`src/rtl/pipe_sreg_if.sv`:
```
// Handshake bundle between two pipeline stages around a pipe_sreg.
// The master side is upstream/downstream logic; the slave side is the stage register.
interface pipe_sreg_if #(
  parameter int WIDTH = 32
);
  logic             flush;
  logic             in_valid;
  logic [WIDTH-1:0] in_data;
  logic             in_ready;
  logic             out_valid;
  logic [WIDTH-1:0] out_data;
  logic             out_ready;
  logic [1:0]       count;

  modport master (
    output flush, in_valid, in_data, out_ready,
    input  in_ready, out_valid, out_data, count
  );

  modport slave (
    input  flush, in_valid, in_data, out_ready,
    output in_ready, out_valid, out_data, count
  );
endinterface

```
`src/rtl/pipe_sreg.sv`:
```
// Pipeline stage register with valid/ready handshake and synchronous flush; state moves on the falling clock edge.
// Define PIPE_SREG_SKID_EN to add the skid entry so in_ready comes straight from a flop.
module pipe_sreg #(
  parameter int               WIDTH      = 32,
  parameter logic [WIDTH-1:0] RESET_DATA = '0
) (
  input logic       clk,
  input logic       rst,
  pipe_sreg_if.slave bus
);

  logic [WIDTH-1:0] m_data, m_data_nxt;
  logic             m_vld, m_vld_nxt;
  logic             s_vld;
  logic             push, pop;

  assign push = bus.in_valid && bus.in_ready;
  assign pop  = m_vld && bus.out_ready;

`ifdef PIPE_SREG_SKID_EN
  logic [WIDTH-1:0] s_data, s_data_nxt;
  logic             s_vld_nxt;

  assign bus.in_ready = !s_vld;

  always_comb begin
    m_data_nxt = m_data;
    m_vld_nxt  = m_vld;
    s_data_nxt = s_data;
    s_vld_nxt  = s_vld;
    if (!m_vld) begin
      if (push) begin
        m_data_nxt = bus.in_data;
        m_vld_nxt  = 1'b1;
      end
    end else if (!s_vld) begin
      if (push && pop) begin
        m_data_nxt = bus.in_data;
      end else if (push) begin
        s_data_nxt = bus.in_data;
        s_vld_nxt  = 1'b1;
      end else if (pop) begin
        m_vld_nxt  = 1'b0;
      end
    end else if (pop) begin
      // both full: upstream is stalled, so only the skid entry can advance
      m_data_nxt = s_data;
      s_vld_nxt  = 1'b0;
    end
  end

  always_ff @(negedge clk or negedge rst) begin
    if (!rst) begin
      s_data <= RESET_DATA;
      s_vld  <= 1'b0;
    end else if (bus.flush) begin
      s_data <= RESET_DATA;
      s_vld  <= 1'b0;
    end else begin
      s_data <= s_data_nxt;
      s_vld  <= s_vld_nxt;
    end
  end
`else
  assign s_vld        = 1'b0;
  assign bus.in_ready = !m_vld || bus.out_ready;

  always_comb begin
    m_data_nxt = m_data;
    m_vld_nxt  = m_vld;
    if (push) begin
      m_data_nxt = bus.in_data;
      m_vld_nxt  = 1'b1;
    end else if (pop) begin
      m_vld_nxt  = 1'b0;
    end
  end
`endif

  always_ff @(negedge clk or negedge rst) begin
    if (!rst) begin
      m_data <= RESET_DATA;
      m_vld  <= 1'b0;
    end else if (bus.flush) begin
      m_data <= RESET_DATA;
      m_vld  <= 1'b0;
    end else begin
      m_data <= m_data_nxt;
      m_vld  <= m_vld_nxt;
    end
  end

  assign bus.out_valid = m_vld;
  assign bus.out_data  = m_vld ? m_data : '0;
  assign bus.count     = {1'b0, m_vld} + {1'b0, s_vld};

endmodule

```
`src/flat_wrapper.sv`:
```
// flat-port wrapper written by rule: the top's interface ports become plain ports
module pipe_sreg_flat 
#(
  parameter int               WIDTH      = 32,
  parameter logic [WIDTH-1:0] RESET_DATA = '0
)
  (clk, rst, bus_flush, bus_in_valid, bus_in_data, bus_out_ready, bus_in_ready, bus_out_valid, bus_out_data, bus_count);
  pipe_sreg_if #(.WIDTH(WIDTH)) bus_i ();
  input logic clk;
  input logic rst;
  input wire logic [$bits(bus_i.flush)-1:0] bus_flush;
  input wire logic [$bits(bus_i.in_valid)-1:0] bus_in_valid;
  input wire logic [$bits(bus_i.in_data)-1:0] bus_in_data;
  input wire logic [$bits(bus_i.out_ready)-1:0] bus_out_ready;
  output wire logic [$bits(bus_i.in_ready)-1:0] bus_in_ready;
  output wire logic [$bits(bus_i.out_valid)-1:0] bus_out_valid;
  output wire logic [$bits(bus_i.out_data)-1:0] bus_out_data;
  output wire logic [$bits(bus_i.count)-1:0] bus_count;
  assign bus_i.flush = bus_flush;
  assign bus_i.in_valid = bus_in_valid;
  assign bus_i.in_data = bus_in_data;
  assign bus_i.out_ready = bus_out_ready;
  assign bus_in_ready = bus_i.in_ready;
  assign bus_out_valid = bus_i.out_valid;
  assign bus_out_data = bus_i.out_data;
  assign bus_count = bus_i.count;
  pipe_sreg #(.WIDTH(WIDTH), .RESET_DATA(RESET_DATA)) u_core (.clk(clk), .rst(rst), .bus(bus_i));
endmodule
```
`config.mk`:
```
export PLATFORM = sky130hd
export DESIGN_NAME = pipe_sreg_flat
export DESIGN_NICKNAME = d
export VERILOG_FILES = /design/src/rtl/pipe_sreg_if.sv /design/src/rtl/pipe_sreg.sv /design/src/flat_wrapper.sv
export SDC_FILE = /design/constraint.sdc
export NUM_CORES = 1
export LEC_CHECK = 0
export CELL_PAD_IN_SITES_DETAIL_PLACEMENT = 0
export CELL_PAD_IN_SITES_GLOBAL_PLACEMENT = 2
export CORE_AREA = 10 10 100 102
export CTS_BUF_LIST = sky130_fd_sc_hd__clkbuf_2
export CTS_CLUSTER_DIAMETER = 100
export DETAILED_ROUTE_END_ITERATION = 16
export DIE_AREA = 0 0 110 112
export PLACE_DENSITY_LB_ADDON = 0.1
export SLEW_MARGIN = 30
export SYNTH_ARGS = -nofsm -noshare
export SYNTH_HDL_FRONTEND = slang
export SYNTH_SLANG_ARGS = --single-unit
```
`constraint.sdc`:
```
create_clock -name clk -period 1.2 [get_ports clk]
set_clock_uncertainty 0.15 [all_clocks]
set_input_delay 0.24 -clock clk [delete_from_list [all_inputs] [get_ports clk]]
set_output_delay 0.24 -clock clk [all_outputs]
set_load 0.01 [all_outputs]
```
==> key figures <==
Status
  • Status: complete, but fails checks
  • Failing checks: negative setup slack

Drt
  • Vias/cell: ~4.5
  • Drt wl/cell: 18.4 µm
  • Post-route ant nets: 0
  • TritonRoute pass-1 iters: 4
  • Drc violations: 0
  • Initial DRC Count: 32
  • Drt total wl: 7120 µm
  • Via count: 1,740

Setup path
  • Critical path cell sequence: buf_6 -> buf_6 -> buf_6 -> and2_4 -> buf_6
  • CP Class: reg -> out
  • CP Data Required Time: 0.81 ns
  • Register-to-register setup slack: -0.74 ns
  • Critical Path End Type: output pin
  • R2r worst-path depth: 11
  • Worst-path fanout max: 8
  • Worst path slowest cell: dfrtn_1
  • CP max stage delay: 0.45 ns
  • Startpoint types: register
  • Most frequent cell on the critical path: buf_6
  • Arrival time worst endpoint: 1.96 ns
  • R2r startpoint: u_core.bus.out_valid
  • R2R Path End: u_core.m_data[21]

Clocking
  • Clock slew at reported path FFs: about 0.12 ns
  • Clock sinks: 33
  • H-Tree Depth: 2
  • Total CTS buffers: 5
  • Hold-fix buffers, CTS: 0
  • Root buffer cell: clkbuf_2
  • Maximum root-to-sink buffer count: 2
  • CTS tree: built
  • Skew-Pair Late Insertion Delay: 0.33 ns

Synthesis
  • Post-Synth Simple-Gate Area: 0.201
  • Register area share after synthesis: 0.454
  • Multiplexer area fraction after synthesis: 0
  • Synth Area in Adders: 0
  • Mapped Area: 1820 µm²
  • Netlist cell types: 15
  • Yosys warns: 0
  • Largest family of logic cells by synthesized area: compound AO/OA/AOI/OAI gates
  • Synth Area in Compound Gates: 0.277
  • Synth Instances: 188
  • Synth Area in XOR/XNOR: 0
  • Synth Area per Inst: 9.68 µm²
  • Syn nets: 225
  • Register bit total from synthesis: 33

GRT
  • M1 GR Usage: 0.142
  • GRT Overall Usage: 0.117
  • Vias in the first global route: 1,955
  • First-pass GRT wire length: 11,300 µm
  • Busiest grt layer: met2
  • GR Overflow Total: 0
  • M3 GR Usage: 0.0456
  • Largest net degree at the start of global routing: 34
  • Initial antenna violation count: 0
  • Met2 usage: 0.189

Floorplanning
  • Initial Util: 0.226
  • Die area: approximately 12,000 µm²
  • # IOs: 73
  • # rows: 33
  • Die Wd: around 110 µm
  • Core Area: 8050 µm²
  • Die height: 112 µm

Placement
  • Final HPWL DP: between 3000 and 4000 µm
  • Final RePlAce weighted congestion: 0.669
  • IO Port Bufs: 71

STA
  • Max Slew Vio Count: 0
  • Final Hold Fails: 0
  • Post-route setup slack: -1.15 ns
  • RSZ-0062 raised after global routing: yes
  • Final setup violating endpoints: slightly below 70

Pwr
  • Cell area power density: 731 nW/µm²
  • LEAKAGE: 1.57 nW
  • VDD IR-drop max: between 200 and 300 µV
  • Total Power: 0.00262 W

Hold path
  • HP Class: in -> async

Flow run
  • # Max-Cap Violations: 0

Cells and area
  • N_diodes: 0
  • Core Util, Final: 0.445
  • Nets: 317
  • P&R area growth vs syn: 96.7%
  • Layout cell share with drive strength beyond 1: 0.665
  • Layout fillers: 773
[layout make-up]
cell class / count / area [µm²] / share of cell area
clock inverters: 3 / 12.5 / 0.00349
repair buffers: 108 / 1380 / 0.384
flip-flops and latches: 33 / 826 / 0.231
well taps: 105 / 131 / 0.0367
inverters: 1 / 3.75 / 0.00105
multi-input cells: 131 / 1210 / 0.337
clock buffers: 5 / 25.0 / 0.00699
[cells in the final DEF (no fill, tap or decap), types with 6 or more instances in the layout]
cell type,synthesis,routed
a21bo_4,0,7
a21bo_2,26,19
a21oi_2,5,30
buf_2,6,6
nand3_1,32,10
a21bo_1,6,6
nand3_2,0,21
clkdlybuf4s50_1,0,33
buf_6,2,43
buf_16,0,10
dfrtn_1,33,33
and2_4,0,28
buf_12,0,10
[metal layers]
metal,share of wire,vias to the layer above
met4,0.013,0
li1,-,828
met5,0,-
met3,0.077,8
met1,0.43,851
met2,0.48,53
[metrics by stage]
step / TNS [ns] / std cells / instance area (µm²) / hold slack [ns] / setup slack [ns]
after floorplan: -40.16 / 188 / 1860 / 0.286 / -0.694
after global placement: -71.58 / 353 / 2730 / 0.471 / -1.13
after detailed placement: -71.83 / 353 / 2730 / 0.482 / -1.15
after CTS: -65.16 / 387 / 3600 / 0.158 / -1.19
after global routing: -69.16 / 386 / 3580 / 0.144 / -1.26
final: -62.91 / 386 / 3580 / 0.169 / -1.15
[synth_stat cells]
library cell,n,area [µm²]
nand3_1,32,160
a21bo_2,26,260
conb_1,1,3.75
inv_1,1,3.75
and2_1,32,200
buf_6,2,22.5
a21oi_1,28,140
buf_4,2,15.0
buf_2,6,30.0
buf_1,3,11.3
dfrtn_1,33,826
clkbuf_1,10,37.5
nand2b_1,1,6.26
a21bo_1,6,60.1
a21oi_2,5,43.8
[critical path: cells and delay by family, from the launching register on]
| family | cells | cell delay [ns] |
|---|---|---|
| buffers and inverters | 4 | 0.42 |
| flip-flops | 1 | 0.45 |
| AND/OR/NAND/NOR | 1 | 0.14 |
[cell families after synthesis]
family,count (synthesis)
AO/OA/AOI/OAI,65
flip-flops,33
AND/OR/NAND/NOR,65
other,1
buffers and inverters,24
[worst max-delay path by stage]
stage / startpoint / endpoint / slack, ns / cells past startpoint
3_5_place_dp: u_core.bus.out_valid / bus_out_data[4] / -1.15 / 3
6_report: u_core.bus.out_valid / bus_out_data[28] / -1.15 / 5
2_1_floorplan: u_core.bus.out_valid / bus_in_ready / -0.69 / 3
3_3_place_gp: u_core.bus.out_valid / bus_out_data[4] / -1.13 / 3
4_1_cts: u_core.bus.out_valid / bus_out_data[23] / -1.19 / 5
5_1_grt: u_core.bus.out_valid / bus_out_data[20] / -1.26 / 5
[registers in the layout, summed over array words and instances (netlist names)]
| name | cells |
|---|---|
| u_core.bus.out_valid | 1 |
| u_core.m_data | 32 |
[where the power goes]
| part | switching [W] | total (W) | internal [W] |
|---|---|---|---|
| Combinational | 0.000350 | 0.000855 | 0.000505 |
| Clock | 0.000421 | 0.000549 | 0.000128 |
| Sequential | 0.0000305 | 0.00121 | 0.00118 |
| Total | 0.000802 | 0.00262 | 0.00182 |
[timing repair]
action / 4_1_cts / 5_1_grt
pin swaps: 20 / 0
endpoints found under the setup margin: 68 / 68
gates cloned: 12 / 0
gates resized for setup: 277 / 4
buffers inserted: 15 / 1
Power figures use the tool's default switching activity.
